### config.mk
export PLATFORM = sky130hd
export DESIGN_NAME = instmem_arbiter_flat
export DESIGN_NICKNAME = d
export VERILOG_FILES = /design/src/rtl/instmem_arbiter_if.sv /design/src/rtl/instmem_arbiter.sv /design/src/flat_wrapper.sv
export SDC_FILE = /design/constraint.sdc
export NUM_CORES = 1
export LEC_CHECK = 0
export CORE_UTILIZATION = 31
export CTS_BUF_LIST = sky130_fd_sc_hd__clkbuf_16
export DETAILED_ROUTE_END_ITERATION = 8
export MAX_ROUTING_LAYER = met4
export PLACE_DENSITY = 0.95
export SYNTH_ARGS = -nofsm -noshare
export SYNTH_HDL_FRONTEND = slang
export SYNTH_SLANG_ARGS = --single-unit
### constraint.sdc
create_clock -name clk -period 6.86 [get_ports clk]
set_input_delay 1.372 -clock clk [delete_from_list [all_inputs] [get_ports clk]]
set_output_delay 1.372 -clock clk [all_outputs]
set_load 0.01 [all_outputs]
### src/rtl/instmem_arbiter_if.sv
// Bus bundle between the fetch/debug requesters, the arbiter and the instruction memory.
// The arbiter takes the slave modport; the requester/memory side takes the master modport.
interface instmem_arbiter_if #(
    parameter int unsigned WORD_WIDTH = 32
);
    logic                  fetch_req;
    logic [WORD_WIDTH-1:0] fetch_addr;
    logic                  fetch_gnt;
    logic                  fetch_rvalid;
    logic [WORD_WIDTH-1:0] fetch_rdata;
    logic                  fetch_err;

    logic                  dbg_req;
    logic [WORD_WIDTH-1:0] dbg_addr;
    logic                  dbg_gnt;
    logic                  dbg_rvalid;
    logic [WORD_WIDTH-1:0] dbg_rdata;
    logic                  dbg_err;

    logic [WORD_WIDTH-1:0] mem_addr;
    logic [WORD_WIDTH-1:0] mem_rdata;

    modport slave (
        input  fetch_req, fetch_addr, dbg_req, dbg_addr, mem_rdata,
        output fetch_gnt, fetch_rvalid, fetch_rdata, fetch_err,
        output dbg_gnt, dbg_rvalid, dbg_rdata, dbg_err, mem_addr
    );

    modport master (
        output fetch_req, fetch_addr, dbg_req, dbg_addr, mem_rdata,
        input  fetch_gnt, fetch_rvalid, fetch_rdata, fetch_err,
        input  dbg_gnt, dbg_rvalid, dbg_rdata, dbg_err, mem_addr
    );
endinterface

### src/rtl/instmem_arbiter.sv
// Round-robin arbiter sharing one instruction memory port between CPU fetch and debug/loader.
// Combinational grant, single-cycle response; bad addresses are answered with err and rdata 0.
module instmem_arbiter #(
    parameter int unsigned MEM_DEPTH  = 1024,
    parameter int unsigned WORD_WIDTH = 32
) (
    input logic                clk,
    input logic                rst,
    instmem_arbiter_if.slave   bus
);
    typedef enum logic {ReqFetch = 1'b0, ReqDbg = 1'b1} req_id_e;

    localparam logic [WORD_WIDTH-1:0] MaxAddr = WORD_WIDTH'(MEM_DEPTH - 4);

    req_id_e               rr_q, rr_d;
    logic                  pend_q;
    req_id_e               resp_id_q;
    logic                  err_q;
    logic [WORD_WIDTH-1:0] held_addr_q;

    logic                  any_gnt;
    logic [WORD_WIDTH-1:0] gnt_addr;
    logic                  gnt_err;
    logic                  resp_valid;

    always_comb begin
        bus.fetch_gnt = 1'b0;
        bus.dbg_gnt   = 1'b0;
        rr_d          = rr_q;
        // Grants are gated by rst so nothing issued during reset can produce a response.
        if (!rst) begin
            if (bus.fetch_req && (!bus.dbg_req || rr_q == ReqFetch)) begin
                bus.fetch_gnt = 1'b1;
                rr_d          = ReqDbg;
            end else if (bus.dbg_req) begin
                bus.dbg_gnt = 1'b1;
                rr_d        = ReqFetch;
            end
        end
        any_gnt  = bus.fetch_gnt | bus.dbg_gnt;
        gnt_addr = bus.dbg_gnt ? bus.dbg_addr : bus.fetch_addr;
        gnt_err  = (gnt_addr[1:0] != 2'b00) || (gnt_addr > MaxAddr);
    end

    always_comb begin
        bus.mem_addr = held_addr_q;
        if (rst) begin
            bus.mem_addr = '0;
        end else if (any_gnt && !gnt_err) begin
            bus.mem_addr = gnt_addr;
        end
    end

    always_comb begin
        resp_valid       = pend_q && !rst;
        bus.fetch_rvalid = resp_valid && (resp_id_q == ReqFetch);
        bus.dbg_rvalid   = resp_valid && (resp_id_q == ReqDbg);
        bus.fetch_err    = bus.fetch_rvalid && err_q;
        bus.dbg_err      = bus.dbg_rvalid && err_q;
        bus.fetch_rdata  = (bus.fetch_rvalid && !err_q) ? bus.mem_rdata : '0;
        bus.dbg_rdata    = (bus.dbg_rvalid && !err_q) ? bus.mem_rdata : '0;
    end

    always_ff @(posedge clk) begin
        if (rst) begin
            rr_q        <= ReqFetch;
            pend_q      <= 1'b0;
            resp_id_q   <= ReqFetch;
            err_q       <= 1'b0;
            held_addr_q <= '0;
        end else begin
            rr_q   <= rr_d;
            pend_q <= any_gnt;
            if (any_gnt) begin
                resp_id_q <= bus.dbg_gnt ? ReqDbg : ReqFetch;
                err_q     <= gnt_err;
            end
            // Erroring requests never disturb the address presented to memory.
            if (any_gnt && !gnt_err) begin
                held_addr_q <= gnt_addr;
            end
        end
    end
endmodule
### src/flat_wrapper.sv
// flat-port wrapper written by rule: the top's interface ports become plain ports
module instmem_arbiter_flat 
#(
    parameter int unsigned MEM_DEPTH  = 1024,
    parameter int unsigned WORD_WIDTH = 32
)
  (clk, rst, bus_fetch_req, bus_fetch_addr, bus_dbg_req, bus_dbg_addr, bus_mem_rdata, bus_fetch_gnt, bus_fetch_rvalid, bus_fetch_rdata, bus_fetch_err, bus_dbg_gnt, bus_dbg_rvalid, bus_dbg_rdata, bus_dbg_err, bus_mem_addr);
  instmem_arbiter_if #(.WORD_WIDTH(WORD_WIDTH)) bus_i ();
  input logic clk;
  input logic rst;
  input wire logic [$bits(bus_i.fetch_req)-1:0] bus_fetch_req;
  input wire logic [$bits(bus_i.fetch_addr)-1:0] bus_fetch_addr;
  input wire logic [$bits(bus_i.dbg_req)-1:0] bus_dbg_req;
  input wire logic [$bits(bus_i.dbg_addr)-1:0] bus_dbg_addr;
  input wire logic [$bits(bus_i.mem_rdata)-1:0] bus_mem_rdata;
  output wire logic [$bits(bus_i.fetch_gnt)-1:0] bus_fetch_gnt;
  output wire logic [$bits(bus_i.fetch_rvalid)-1:0] bus_fetch_rvalid;
  output wire logic [$bits(bus_i.fetch_rdata)-1:0] bus_fetch_rdata;
  output wire logic [$bits(bus_i.fetch_err)-1:0] bus_fetch_err;
  output wire logic [$bits(bus_i.dbg_gnt)-1:0] bus_dbg_gnt;
  output wire logic [$bits(bus_i.dbg_rvalid)-1:0] bus_dbg_rvalid;
  output wire logic [$bits(bus_i.dbg_rdata)-1:0] bus_dbg_rdata;
  output wire logic [$bits(bus_i.dbg_err)-1:0] bus_dbg_err;
  output wire logic [$bits(bus_i.mem_addr)-1:0] bus_mem_addr;
  assign bus_i.fetch_req = bus_fetch_req;
  assign bus_i.fetch_addr = bus_fetch_addr;
  assign bus_i.dbg_req = bus_dbg_req;
  assign bus_i.dbg_addr = bus_dbg_addr;
  assign bus_i.mem_rdata = bus_mem_rdata;
  assign bus_fetch_gnt = bus_i.fetch_gnt;
  assign bus_fetch_rvalid = bus_i.fetch_rvalid;
  assign bus_fetch_rdata = bus_i.fetch_rdata;
  assign bus_fetch_err = bus_i.fetch_err;
  assign bus_dbg_gnt = bus_i.dbg_gnt;
  assign bus_dbg_rvalid = bus_i.dbg_rvalid;
  assign bus_dbg_rdata = bus_i.dbg_rdata;
  assign bus_dbg_err = bus_i.dbg_err;
  assign bus_mem_addr = bus_i.mem_addr;
  instmem_arbiter #(.MEM_DEPTH(MEM_DEPTH), .WORD_WIDTH(WORD_WIDTH)) u_core (.clk(clk), .rst(rst), .bus(bus_i));
endmodule
# Word level (Yosys, flattened, before mapping)
# Cells that the tools add are included.
[word_totals] reg_bits=36 input_bits=100 wordCells=39
[op_classes] order_cmp=1 muxes=13 bitwise_logic=3 reduce_logical=17
[op_table] cell="32-bit two-way mux" n=5
[op_table] cell="32-bit by 10-bit greater-than comparator with 1-bit output (second input constant)" n=1
[op_table] cell="1-bit logical AND" n=9
[op_table] cell="1-bit two-way mux" n=8
[op_table] cell="1-bit zero test" n=4
[op_table] cell="2-bit nonzero test" n=2
[op_table] cell="1-bit logical OR" n=2
[op_table] cell="1-bit NOT" n=2
[op_table] cell="1-bit bitwise OR" n=1

# Logic depth before layout (Yosys ltp)
[logic_depth] ltp_word=12 mapped_depth=7 ltp_nobuf=5

# Worst setup path before layout
# No wires, ideal clock.
[synth_path] path_type="input-to-output" from="in bus_dbg_addr[26]" to="out bus_mem_addr[11]" arrival_ns=2.757 required_time_ns=5.488 setup_slack_ns=2.731 stages=7 n_path_buf=2 cell_sequence="or4_4 -> nor4_2 -> o211a_1 -> buf_6 -> a31oi_4 -> buf_6 -> and2_4"
[synth_via] elab_chain_len=7
[synth_rtl] item="start, declared" line_no="flat_wrapper.sv:14" rtl="input wire logic [$bits(bus_i.dbg_addr)-1:0] bus_dbg_addr;"
[synth_rtl] item="32-bit two-way mux" line_no="instmem_arbiter.sv:41" rtl="gnt_addr = bus.dbg_gnt ? bus.dbg_addr : bus.fetch_addr;"
[synth_rtl] item="32-bit by 10-bit greater-than comparator with 1-bit output" line_no="instmem_arbiter.sv:42" rtl="gnt_err = (gnt_addr[1:0] != 2'b00) || (gnt_addr > MaxAddr);"
[synth_rtl] item="1-bit logical OR" line_no="instmem_arbiter.sv:42"
[synth_rtl] item="1-bit zero test" line_no="instmem_arbiter.sv:49" rtl="end else if (any_gnt && !gnt_err) begin"
[synth_rtl] item="1-bit logical AND" line_no="instmem_arbiter.sv:49"
[synth_rtl] item="32-bit two-way mux (2 in a row)"
[synth_rtl] item="end, declared" line_no="flat_wrapper.sv:24" rtl="output wire logic [$bits(bus_i.mem_addr)-1:0] bus_mem_addr;"
# Every way passes these cells.

# Final worst setup path
[layout_path] from="in rst" to="out bus_mem_addr[9]"
[layout_via] elab_chain_len=8
[layout_rtl] item="start, declared" line_no="flat_wrapper.sv:10" rtl="input logic rst;"
[layout_rtl] item="1-bit two-way mux" line_no="instmem_arbiter.sv:31" rtl="if (!rst) begin"
[layout_rtl] item="32-bit two-way mux" line_no="instmem_arbiter.sv:41"
[layout_rtl] item="32-bit by 10-bit greater-than comparator with 1-bit output or 2-bit nonzero test (tied branches)" line_no="instmem_arbiter.sv:42"
[layout_rtl] item="1-bit logical OR" line_no="instmem_arbiter.sv:42"
[layout_rtl] item="1-bit zero test" line_no="instmem_arbiter.sv:49"
[layout_rtl] item="1-bit logical AND" line_no="instmem_arbiter.sv:49"
[layout_rtl] item="32-bit two-way mux"
[layout_rtl] item="32-bit two-way mux (*)"
# Every way passes the cells marked *; elsewhere a longest branch is shown, timed or not.

==> flow_summary_export.csv <==
group,metric,value,unit
floorplanning,core_area,0.00603,mm^2
yosys,synth_top_family_by_area,"simple AND/OR/NAND/NOR gates",
timing,fmax,176,MHz
clocking,cts_tree,"built",
yosys,synthCells,206,
timing,maxSlewHeadroom,58.4,%
drt,drt_first_pass_iters,5,
clocking,htreeDepth,2,
setup_path,arrival,4.31,ns
yosys,synth_ff_type,"dfxtp_1",
clocking,cts_root_buf,"clkbuf_16",
yosys,ys_seq_elements,36,
clocking,post_cts_buffers,0,
yosys,synth-xor-area-share,0,%
drt,via_count,2257,
floorplanning,num_rows,28,
yosys,netlist_area,0.00197,mm^2
yosys,synthArstFlopShare,0,%
global_routing,grt_pass1_wl,10400,um
drt,routedWlPerCell,15.0,um
layout,antennaDiodeCount,0,
timing,fin_setup_tns,0,ns
layout,fillers,450,
floorplanning,die_y,81.6,um
clocking,hold_buffers,0,
clocking,clockBufferDepth,2,
timing,fin_skew,0.00421,ns
timing,timing.final.crit_share,82.8,%
setup_path,cpMostUsedCell,"clkdlybuf4s50_1",
layout,multiInputGateArea,0.00116,mm^2
timing,worst_pin_slew,0.624,ns
setup_path,cp_max_fo,15,
drt,ant_nets,0,
floorplanning,die_width,81.6,um
placed_design,hpwl,5880,um
layout,final_cell_count_no_fill,481,
clocking,cts.sinks,36,
yosys,yosys.area.top_type,"dfxtp_1",
power,peakVddDrop,0.136,mV
worst_hold_path,worst_hold_path_type,"reg2reg",
timing,grt_setup_unrepaired,"no",
global_routing,grt-ovfl-total,0,
setup_path,crit_family,"buffers and inverters",
power,power-per-cell-area,132,mW/mm^2
setup_path,worstSetupPathType,"in2out",
yosys,yosysTopAreaCellShare,36.7,%
floorplanning,initial_core_util,32.6,%
yosys,synth_simple_gate_area_share,40.7,%
yosys,synth-compound-area-share,12.0,%
layout,drive_above_1_share,12.1,%
yosys,yosys.area_share.adder,0,%
setup_path,cp_cell_sequence,"clkdlybuf4s50_1 > buf_4 > nand2b_4 > nor2_4 > mux2i_4 > and3_1 > a211oi_2 > clkdlybuf4s50_1",
yosys,synth.most_common_cell,"and2_1",
yosys,synth_fp_nets,306,
clocking,cts_buffers,5,
placed_design,place_congestion,0.805,
setup_path,reg2reg_depth,5,
yosys,synth_area_leaders,"dfxtp_1 (37%), and2_1 (22%), and2_4 (8.9%)",
yosys,synth_seq_area_share,36.7,%
drt,drt_iter0_markers,48,
setup_path,end_kind,"output port",
setup_path,critical_path.slowest_cell,"and3_1",
setup_path,required,5.49,ns
placed_design,port_buffers,201,
yosys,synthMuxAreaShare,6.37,%
timing,maxSlewViolCount,0,
global_routing,grtUsageTotal,21.6,%
power,finalPower,0.549,mW
yosys,ys_types,32,
clocking,ctsResizeCount,0,
worst_hold_path,worstHoldPathCells,1,
yosys,syn_avg_cell_area,9.54,um^2
drt,viasPerCell,4.69,
timing,hold_viol,0,
timing,period_minus_slack,5.68,ns
setup_path,max_stage_delay,0.54,ns
global_routing,grt_pass1_vias,2192,
floorplanning,pin_count,202,
power,p_leak,1.57,nW
global_routing,grt_max_degree,33,
clocking,clk_pin_slew,0.06,ns
drt,drcViolationCount,0,
flow_run,drv_cap,0,
layout,fin_nets,505,
setup_path,path_buf_inv,3,
setup_path,cp-start-kind,"primary input",
yosys,synth-edff-count,0,
drt,drt-total-wl,7230,um
layout,syn2layout_area_growth,112,%
outcome,status,"completed",
placed_design,place_ws,1.21,ns
timing,fin_ws,1.18,ns
placed_design,placed_cell_area,0.00402,mm^2
yosys,synth_common_cells,"and2_1 (70), dfxtp_1 (36), and2_4 (20)",
yosys,synth_warnings,0,
timing,setup_viol_count_final,0,
placed_design,place_inst,473,
layout,layout.area.seq,721,um^2
layout,design_area,0.00417,mm^2
global_routing,antenna_found_initial,0,
clocking,clock_latency,0.28,ns
setup_path,path_depth,8,
floorplanning,die_area,0.00666,mm^2
-- logic make-up (layout without fill, tap and decap cells) --
| logic type | count (synthesis) | count (layout) |
|---|---|---|
| AO/OA/AOI/OAI | 25 | 25 |
| buffers and inverters | 15 | 215 |
| flip-flops | 36 | 36 |
| multiplexers | 10 | 10 |
| AND/OR/NAND/NOR | 120 | 120 |
-- path summary, 6_finish.rpt --
kind,slack [ns],start,to
worst min register to register,0.46,u_core.held_addr_q[11],u_core.held_addr_q[11]
worst min-delay path,0.46,u_core.held_addr_q[11],u_core.held_addr_q[11]
worst max register to register,4.62,u_core.rr_q,u_core.held_addr_q[4]
worst max-delay path,1.18,rst,bus_mem_addr[9]
-- cells in the final DEF (no fill, tap or decap), types with 2 or more instances in the layout --
cell	netlist	routed
mux2i_4	2	2
clkbuf_16	0	5
clkinv_2	0	2
and2_1	70	70
a211oi_2	8	8
nor2_1	7	7
buf_4	1	3
and3_1	2	2
and2_4	20	20
clkdlybuf4s50_1	0	201
nor4_1	5	5
inv_1	3	3
a31oi_1	8	8
nand3_1	4	4
dfxtp_1	36	36
nor3_1	4	4
mux2i_1	8	8
nor2b_1	2	2
o211a_1	2	2
-- routing by layer --
metal / vias up / part of all wire [%] / wire (um) / GRT usage, %
li1: 1092 / - / - / -
met5: - / 0 / 0 / -
met2: 138 / 52 / 3750 / 40.1
met1: 1008 / 36 / 2620 / 20.5
met3: 19 / 8.2 / 595 / 5.11
met4: 0 / 3.7 / 267 / 11.4
-- sequential cells by signal (all words and copies together), names as in the netlist --
register and count:
u_core.err_q 1, u_core.pend_q 1, u_core.resp_id_q 1, u_core.held_addr_q 32, u_core.rr_q 1
-- area by class of cell --
type,instances,area share [%]
repair buffers,204,48.8
clock buffers,5,3.00
multi-input cells,155,27.9
inverters,3,0.270
clock inverters,3,0.451
well taps,75,2.25
flip-flops and latches,36,17.3
-- metrics by stage --
stage               hold slack (ns)  util [%]
floorplan                     0.461         -
global placement              0.439      66.7
detailed placement            0.444      66.7
CTS                           0.458      69.1
global route                  0.471      69.1
finish                        0.457      69.1
-- power breakdown --
| part | switching (mW) | internal [mW] | leakage, nW | total (mW) |
|---|---|---|---|---|
| logic | 0.0381 | 0.0789 | 1.21 | 0.117 |
| clock network | 0.0854 | 0.134 | 0.0736 | 0.219 |
| registers | 0.00172 | 0.211 | 0.291 | 0.213 |
(Power assumes the default switching activity.)
